## config.mk

```make
export PLATFORM = sky130hd
export DESIGN_NAME = mmio_rd_dma_flat
export DESIGN_NICKNAME = d
export VERILOG_FILES = /design/src/rtl/mmio_rd_dma_if.sv /design/src/rtl/mmio_rd_dma.sv /design/src/flat_wrapper.sv
export SDC_FILE = /design/constraint.sdc
export NUM_CORES = 1
export LEC_CHECK = 0
export CORE_AREA = 10 10 458 460
export CTS_CLUSTER_DIAMETER = 150
export CTS_CLUSTER_SIZE = 28
export DETAILED_ROUTE_END_ITERATION = 16
export DIE_AREA = 0 0 468 470
export DONT_BUFFER_PORTS = 1
export PLACE_DENSITY = 0.3
export SLEW_MARGIN = 20
export SYNTH_ARGS = -nofsm -noshare
export SYNTH_HDL_FRONTEND = slang
export SYNTH_SLANG_ARGS = --single-unit
```

## constraint.sdc

```tcl
create_clock -name clk -period 6.6 [get_ports clk]
set_clock_uncertainty 0.2 [all_clocks]
set_input_delay 1.32 -clock clk [delete_from_list [all_inputs] [get_ports clk]]
set_output_delay 1.32 -clock clk [all_outputs]
set_load 0.01 [all_outputs]
```

## src/rtl/mmio_rd_dma_if.sv

```systemverilog
// Host memory read channel: line requests out, tagged line responses back.
// master = DMA engine side, slave = host/memory side.
interface mmio_rd_dma_if #(
    parameter int ADDR_W = 42,
    parameter int DATA_W = 512
);
    logic              c0_req_valid;
    logic [ADDR_W-1:0] c0_req_addr;
    logic [15:0]       c0_req_mdata;
    logic              c0_almost_full;
    logic              c0_rsp_valid;
    logic [15:0]       c0_rsp_mdata;
    logic [DATA_W-1:0] c0_rsp_data;

    modport master (
        output c0_req_valid, c0_req_addr, c0_req_mdata,
        input  c0_almost_full, c0_rsp_valid, c0_rsp_mdata, c0_rsp_data
    );

    modport slave (
        input  c0_req_valid, c0_req_addr, c0_req_mdata,
        output c0_almost_full, c0_rsp_valid, c0_rsp_mdata, c0_rsp_data
    );
endinterface

```

## src/rtl/mmio_rd_dma.sv

```systemverilog
// Read DMA: issues num_lines tagged cache-line reads from base_addr with a bounded
// number outstanding, and forwards each (possibly out-of-order) response with its line index.
module mmio_rd_dma #(
    parameter int ADDR_W  = 42,
    parameter int DATA_W  = 512,
    parameter int MAX_OUT = 16
) (
    input  logic                 clk,
    input  logic                 rst,
    input  logic                 start,
    input  logic [ADDR_W-1:0]    base_addr,
    input  logic [15:0]          num_lines,
    output logic                 busy,
    output logic                 done,
    output logic                 error,
    mmio_rd_dma_if.master        c0,
    output logic                 out_valid,
    output logic [15:0]          out_index,
    output logic [DATA_W-1:0]    out_data
);
    localparam int OUT_W = $clog2(MAX_OUT) + 1;
    localparam logic [OUT_W-1:0] MAX_OUT_C = OUT_W'(MAX_OUT);

    typedef enum logic [1:0] {
        ST_IDLE  = 2'd0,
        ST_ISSUE = 2'd1,
        ST_DRAIN = 2'd2,
        ST_FIN   = 2'd3
    } state_t;

    state_t              state_q, state_d;
    logic [ADDR_W-1:0]   base_q, base_d;
    logic [15:0]         num_q, num_d;
    logic [15:0]         idx_q, idx_d;
    logic [OUT_W-1:0]    outs_q, outs_d;
    logic [15:0]         rsp_cnt_q, rsp_cnt_d;
    logic                busy_q, busy_d;
    logic                done_q, done_d;
    logic                error_q, error_d;
    logic                req_valid_q, req_valid_d;
    logic [ADDR_W-1:0]   req_addr_q, req_addr_d;
    logic [15:0]         req_mdata_q, req_mdata_d;
    logic                out_valid_q, out_valid_d;
    logic [15:0]         out_index_q, out_index_d;
    logic [DATA_W-1:0]   out_data_q, out_data_d;

    logic issue_s;
    logic rsp_ok_s;
    logic rsp_bad_s;
    logic start_acc_s;

    // Next-state, counter and registered-output computation.
    always_comb begin
        state_d     = state_q;
        base_d      = base_q;
        num_d       = num_q;
        idx_d       = idx_q;
        outs_d      = outs_q;
        rsp_cnt_d   = rsp_cnt_q;
        req_valid_d = 1'b0;
        req_addr_d  = req_addr_q;
        req_mdata_d = req_mdata_q;
        out_valid_d = 1'b0;
        out_index_d = out_index_q;
        out_data_d  = out_data_q;

        start_acc_s = start && (state_q == ST_IDLE);
        issue_s     = (state_q == ST_ISSUE) && !c0.c0_almost_full && (outs_q < MAX_OUT_C);
        // A tag with nothing outstanding cannot be a real completion, so it is flagged too.
        rsp_ok_s    = c0.c0_rsp_valid
                      && ((state_q == ST_ISSUE) || (state_q == ST_DRAIN))
                      && (c0.c0_rsp_mdata < num_q)
                      && (outs_q != {OUT_W{1'b0}});
        rsp_bad_s   = c0.c0_rsp_valid && !rsp_ok_s;

        if (issue_s) begin
            req_valid_d = 1'b1;
            req_addr_d  = base_q + ADDR_W'(idx_q);
            req_mdata_d = idx_q;
            idx_d       = idx_q + 16'd1;
        end else begin
            req_valid_d = 1'b0;
        end

        if (rsp_ok_s) begin
            out_valid_d = 1'b1;
            out_index_d = c0.c0_rsp_mdata;
            out_data_d  = c0.c0_rsp_data;
            rsp_cnt_d   = rsp_cnt_q + 16'd1;
        end else begin
            out_valid_d = 1'b0;
        end

        case ({issue_s, rsp_ok_s})
            2'b10:   outs_d = outs_q + {{(OUT_W-1){1'b0}}, 1'b1};
            2'b01:   outs_d = outs_q - {{(OUT_W-1){1'b0}}, 1'b1};
            default: outs_d = outs_q;
        endcase

        error_d = start_acc_s ? rsp_bad_s : (error_q | rsp_bad_s);

        case (state_q)
            ST_IDLE: begin
                if (start_acc_s) begin
                    base_d    = base_addr;
                    num_d     = num_lines;
                    idx_d     = 16'd0;
                    outs_d    = {OUT_W{1'b0}};
                    rsp_cnt_d = 16'd0;
                    state_d   = (num_lines == 16'd0) ? ST_FIN : ST_ISSUE;
                end else begin
                    state_d = ST_IDLE;
                end
            end
            ST_ISSUE: begin
                if (issue_s && (idx_q == (num_q - 16'd1))) begin
                    state_d = ST_DRAIN;
                end else begin
                    state_d = ST_ISSUE;
                end
            end
            ST_DRAIN: begin
                if ((outs_q == {OUT_W{1'b0}}) && (rsp_cnt_q == num_q)) begin
                    state_d = ST_FIN;
                end else begin
                    state_d = ST_DRAIN;
                end
            end
            ST_FIN:  state_d = ST_IDLE;
            default: state_d = ST_IDLE;
        endcase

        // busy covers FIN itself; done lands the cycle after, when busy has dropped.
        busy_d = (state_d != ST_IDLE);
        done_d = (state_q == ST_FIN);
    end

    // State, counter and output registers.
    always_ff @(posedge clk or negedge rst) begin
        if (!rst) begin
            state_q     <= ST_IDLE;
            base_q      <= {ADDR_W{1'b0}};
            num_q       <= 16'd0;
            idx_q       <= 16'd0;
            outs_q      <= {OUT_W{1'b0}};
            rsp_cnt_q   <= 16'd0;
            busy_q      <= 1'b0;
            done_q      <= 1'b0;
            error_q     <= 1'b0;
            req_valid_q <= 1'b0;
            req_addr_q  <= {ADDR_W{1'b0}};
            req_mdata_q <= 16'd0;
            out_valid_q <= 1'b0;
            out_index_q <= 16'd0;
            out_data_q  <= {DATA_W{1'b0}};
        end else begin
            state_q     <= state_d;
            base_q      <= base_d;
            num_q       <= num_d;
            idx_q       <= idx_d;
            outs_q      <= outs_d;
            rsp_cnt_q   <= rsp_cnt_d;
            busy_q      <= busy_d;
            done_q      <= done_d;
            error_q     <= error_d;
            req_valid_q <= req_valid_d;
            req_addr_q  <= req_addr_d;
            req_mdata_q <= req_mdata_d;
            out_valid_q <= out_valid_d;
            out_index_q <= out_index_d;
            out_data_q  <= out_data_d;
        end
    end

    assign busy            = busy_q;
    assign done            = done_q;
    assign error           = error_q;
    assign c0.c0_req_valid = req_valid_q;
    assign c0.c0_req_addr  = req_addr_q;
    assign c0.c0_req_mdata = req_mdata_q;
    assign out_valid       = out_valid_q;
    assign out_index       = out_index_q;
    assign out_data        = out_data_q;
endmodule
```

## src/flat_wrapper.sv

```systemverilog
// flat-port wrapper written by rule: the top's interface ports become plain ports
module mmio_rd_dma_flat 
#(
    parameter int ADDR_W  = 42,
    parameter int DATA_W  = 512,
    parameter int MAX_OUT = 16
)
  (clk, rst, start, base_addr, num_lines, busy, done, error, out_valid, out_index, out_data, c0_c0_req_valid, c0_c0_req_addr, c0_c0_req_mdata, c0_c0_almost_full, c0_c0_rsp_valid, c0_c0_rsp_mdata, c0_c0_rsp_data);
  mmio_rd_dma_if #(.ADDR_W(ADDR_W), .DATA_W(DATA_W)) c0_i ();
  input  logic clk;
  input  logic rst;
  input  logic start;
  input  logic [ADDR_W-1:0] base_addr;
  input  logic [15:0] num_lines;
  output logic busy;
  output logic done;
  output logic error;
  output logic out_valid;
  output logic [15:0] out_index;
  output logic [DATA_W-1:0] out_data;
  output wire logic [$bits(c0_i.c0_req_valid)-1:0] c0_c0_req_valid;
  output wire logic [$bits(c0_i.c0_req_addr)-1:0] c0_c0_req_addr;
  output wire logic [$bits(c0_i.c0_req_mdata)-1:0] c0_c0_req_mdata;
  input wire logic [$bits(c0_i.c0_almost_full)-1:0] c0_c0_almost_full;
  input wire logic [$bits(c0_i.c0_rsp_valid)-1:0] c0_c0_rsp_valid;
  input wire logic [$bits(c0_i.c0_rsp_mdata)-1:0] c0_c0_rsp_mdata;
  input wire logic [$bits(c0_i.c0_rsp_data)-1:0] c0_c0_rsp_data;
  assign c0_c0_req_valid = c0_i.c0_req_valid;
  assign c0_c0_req_addr = c0_i.c0_req_addr;
  assign c0_c0_req_mdata = c0_i.c0_req_mdata;
  assign c0_i.c0_almost_full = c0_c0_almost_full;
  assign c0_i.c0_rsp_valid = c0_c0_rsp_valid;
  assign c0_i.c0_rsp_mdata = c0_c0_rsp_mdata;
  assign c0_i.c0_rsp_data = c0_c0_rsp_data;
  mmio_rd_dma #(.ADDR_W(ADDR_W), .DATA_W(DATA_W), .MAX_OUT(MAX_OUT)) u_core (.clk(clk), .rst(rst), .start(start), .base_addr(base_addr), .num_lines(num_lines), .busy(busy), .done(done), .error(error), .c0(c0_i), .out_valid(out_valid), .out_index(out_index), .out_data(out_data));
endmodule
```

==> summary.md <==
| Metric | Value |
|---|---|
| Setup TNS Final | `0 ns` |
| Number of buffers inserted during clock tree synthesis | `31` |
| Yosys cell types | `60` |
| Yosys reg bits | `688` |
| Die Span Y | `470 microns` |
| WL/cell | `27.0 microns` |
| Type of element launching the critical path | `flip-flop` |
| Clock Pin Slew Worst Setup and Hold Paths | `0.12 ns` |
| Routed vias | `21.5k` |
| Dominant cells by area after synthesis | `sky130_fd_sc_hd__dfrtp_1 60%, sky130_fd_sc_hd__nand2_1 24%, sky130_fd_sc_hd__xnor2_1 2.1%` |
| Setup repair after global routing missed its margin | `no` |
| Total I/O pin count | `1182` |
| Transition time at the pin with the least slew margin | `1.13 ns` |
| Setup fix buffers added after clock tree synthesis | `0` |
| Largest net degree at the start of global routing | `689` |
| CP Class | `reg -> reg` |
| Adder-cell share of the synthesized area | `0.0203` |
| Multiplexer area fraction after synthesis | `0.000703` |
| Total Power | `6820 uW` |
| Asr flop ratio synth | `1.00` |
| Final Max Slew Viols | `0` |
| Weighted congestion reported at the end of routability-driven placement | `a little under 0.9` |
| Sequential share of the synthesized area | `0.604` |
| Number of DRC markers in iteration 0 | `approximately 1.5k` |
| Max-cap violations | `0` |
| Combinational family with the most area after synthesis | `simple AND/OR/NAND/NOR gates` |
| Number of hold violations in the final report | `0` |
| Achievable Freq | `approximately 230 MHz` |
| Maximum buffer depth of the clock tree | `3` |
| Maximum vdd ir drop | `0.000187 V` |
| Post-Synthesis Net Count | `3864` |
| Overall routing resource usage | `0.136` |
| Number of remaining DRC errors | `0` |
| Outcome | `finished clean` |
| Root Buffer | `sky130_fd_sc_hd__clkbuf_16` |
| Resized cells post-CTS | `0` |
| Final setup viols | `0` |
| Mean cell area of the mapped netlist | `8.83 sq um` |
| Total of hold buffers inserted after clock tree synthesis | `0` |
| Main flop type after synthesis | `sky130_fd_sc_hd__dfrtp_1` |
| Full die area | `220000 sq um` |
| Dpl cells | `about 5.8k` |
| Number of iterations in the first detailed-routing pass | `6` |
| Largest area contributor in the netlist | `sky130_fd_sc_hd__dfrtp_1` |
| Global-route wire length before repair | `209 mm` |
| Placeable core area | `201000 sq um` |
| Compound-gate portion of the synthesized area | `0.0428` |
| Area share of the largest cell type after synthesis | `0.604` |
| Mapped cell area | `28500 sq um` |
| CP arrival | `4.89 ns` |
| Count of yosys warnings during synthesis | `0` |
| Gate count after technology mapping | `3228` |
| Depth of the CTS H-tree | `1` |
| Total gr overflow | `0` |
| Aggregate routed wire length | `157 mm` |
| Slew HR | `0.250` |
| Area Growth Syn to Fin | `13.9%` |
| Core Rows | `between 150 and 200` |
| Largest fanout on the critical path | `46` |
| Via count of the first global-routing pass | `between 20k and 25k` |
| EDFF count, synth | `0` |
| Leak pwr | `0.0165 uW` |
| Final Util | `0.162` |
| Final instance count without filler cells | `5817` |
| Min cycle time layout | `4.44 ns` |
| Horizontal die dimension | `about 470 microns` |
| Starting Density | `0.142` |
| Tcrit/Tclk final | `0.673` |
| CTS tree | `done` |
| Total power density per cell area | `210 nW/um^2` |
| Clock sink count | `688` |
| Post-Synth XOR/XNOR Area | `0.0289` |
| Path class of the lowest-slack min-delay path | `in -> async` |
| Detailed-placement wirelength estimate | `~120 mm` |
| Kind of end point of the critical path | `flip-flop` |
| Fraction of layout cells with a size suffix above 1 | `0.0224` |
| Post-layout net count | `3753` |
| Number of antenna violations at the first check in global routing | `between 70 and 80` |
| Latest clock arrival within the worst-skew pair | `between 0.7 and 0.8 ns` |
| Antenna-violating nets left | `0` |
| Fraction of the mapped netlist area in simple logic gates | `0.275` |
| Worst endpoint required time | `7.04 ns` |
| Number of port buffers | `0` |
| Via-per-instance ratio | `3.69` |
## where the power goes
group / internal (uW) / leakage, uW / switching (uW) / total [uW]
registers: 4210 / 0.00948 / 0.0000000000000208 / 4210
clock network: 888 / 0.000440 / 1610 / 2500
logic: 15.2 / 0.00659 / 90.2 / 105
total: 5120 / 0.0165 / 1700 / 6820
## cell type report
type | instances | area, sq um
clock inverter | 8 | 121
inverter | 32 | 128
fill | 22704 | 168000
tap | 2672 | 3340
clock buffer | 32 | 779
timing repair buffer | 19 | 318
antenna | 21 | 52.6
multi-input combinational | 2345 | 10500
sequential | 688 | 17200
## registers in the layout, summed over array words and instances, names as in the netlist, 2 cells and up
signal and flops:
u_core.c0.c0_req_mdata 16, u_core.out_index 16, u_core.outs_q 5, u_core.c0.c0_req_addr 42, u_core.num_q 16, u_core.idx_q 16, u_core.rsp_cnt_q 16, u_core.state_q 2
u_core.out_data 512, u_core.base_q 42
## routing by layer
| layer | part of all wire | wire (microns) | track usage |
|---|---|---|---|
| met3 | 0.11 | 17600 | 0.0621 |
| met1 | 0.37 | 57700 | 0.151 |
| met4 | 0.036 | 5620 | 0.0455 |
| met2 | 0.48 | 75600 | 0.228 |
| met5 | 0.0017 | 273 | 0 |
## worst max-delay path, cell delays in order (launching register included)
cell                        delay [ns]
sky130_fd_sc_hd__dfrtp_1          0.61
sky130_fd_sc_hd__inv_1            0.15
sky130_fd_sc_hd__ha_1             0.32
sky130_fd_sc_hd__a21oi_1          0.14
sky130_fd_sc_hd__o21ai_0          0.15
sky130_fd_sc_hd__a2111oi_0        0.40
sky130_fd_sc_hd__o41a_1           0.43
sky130_fd_sc_hd__o21ai_4          0.14
sky130_fd_sc_hd__inv_8            0.27
sky130_fd_sc_hd__ha_1             0.35
sky130_fd_sc_hd__ha_1             0.30
sky130_fd_sc_hd__a21o_1           0.19
sky130_fd_sc_hd__a21oi_1          0.18
sky130_fd_sc_hd__xor2_1           0.10
sky130_fd_sc_hd__or3_1            0.31
sky130_fd_sc_hd__a21oi_1          0.14
## kinds of logic (layout without fill, tap and decap cells)
group / after synthesis / after routing
muxes: 2 / 2
and+or+nand+nor: 2004 / 2004
xor gates and xnor gates: 94 / 94
DFF: 688 / 688
buffers and inverters: 195 / 91
adders and majority gates: 45 / 45
AOI/OAI and AO/OA: 200 / 200
other: 0 / 21
## synthesized netlist by cell type (all sizes together) (8+ instances only)
cell type  number
inv            32
nand3          21
a21oi          45
dfrtp         688
ha             43
o2111ai         8
and3            9
a2111oi         9
nand4          15
a211oi         11
o21ai          85
nor2           35
nor3           13
or4            10
buf            72
and2            8
nand2        1857
xnor2          68
xor2           26
or3            10
a21o           10
clkbuf         91
## cells in the final DEF, fill, tap and decap left out, drive strengths merged, types with 5 or more instances in the layout
cell type | synthesis | layout
a21o | 10 | 10
nand3 | 21 | 21
a211oi | 11 | 11
nor4 | 6 | 6
xor2 | 26 | 26
nor2b | 5 | 5
nand2b | 5 | 5
a2111oi | 9 | 9
o21ai | 85 | 85
diode | 0 | 21
and3 | 9 | 9
a21oi | 45 | 45
buf | 72 | 19
clkbuf | 91 | 32
o2111ai | 8 | 8
o31ai | 7 | 7
or3 | 10 | 10
nor3 | 13 | 13
dfrtp | 688 | 688
xnor2 | 68 | 68
and2 | 8 | 8
nand4 | 15 | 15
nor2 | 35 | 35
ha | 43 | 43
nand2 | 1857 | 1857
or4 | 10 | 10
o31a | 6 | 6
inv | 32 | 36
## metrics by stage
step                worst slack [ns]  hold WS [ns]  cell area [sq um]
detailed placement              1.51         0.279              31400
floorplan                       1.85         0.250              28500
global route                    1.67        0.0107              32400
finish                          2.16        0.0791              32400
global placement                1.44         0.279              31400
CTS                             2.02      0.000747              32300
## worst paths after layout
path | endpoint | slack (ns) | startpoint | cells after the start
worst min-delay path | u_core.out_data[65] | 0.08 | rst | 0
worst min register to register | u_core.base_q[0] | 0.30 | u_core.base_q[0] | 2
min in group clk | u_core.base_q[0] | 0.30 | u_core.base_q[0] | 2
worst max register to register | u_core.outs_q[4] | 2.16 | u_core.num_q[9] | 15
max in group asynchronous | u_core.out_data[359] | 3.70 | rst | 3
worst max-delay path | u_core.outs_q[4] | 2.16 | u_core.num_q[9] | 15
Power figures use the tool's default switching activity.
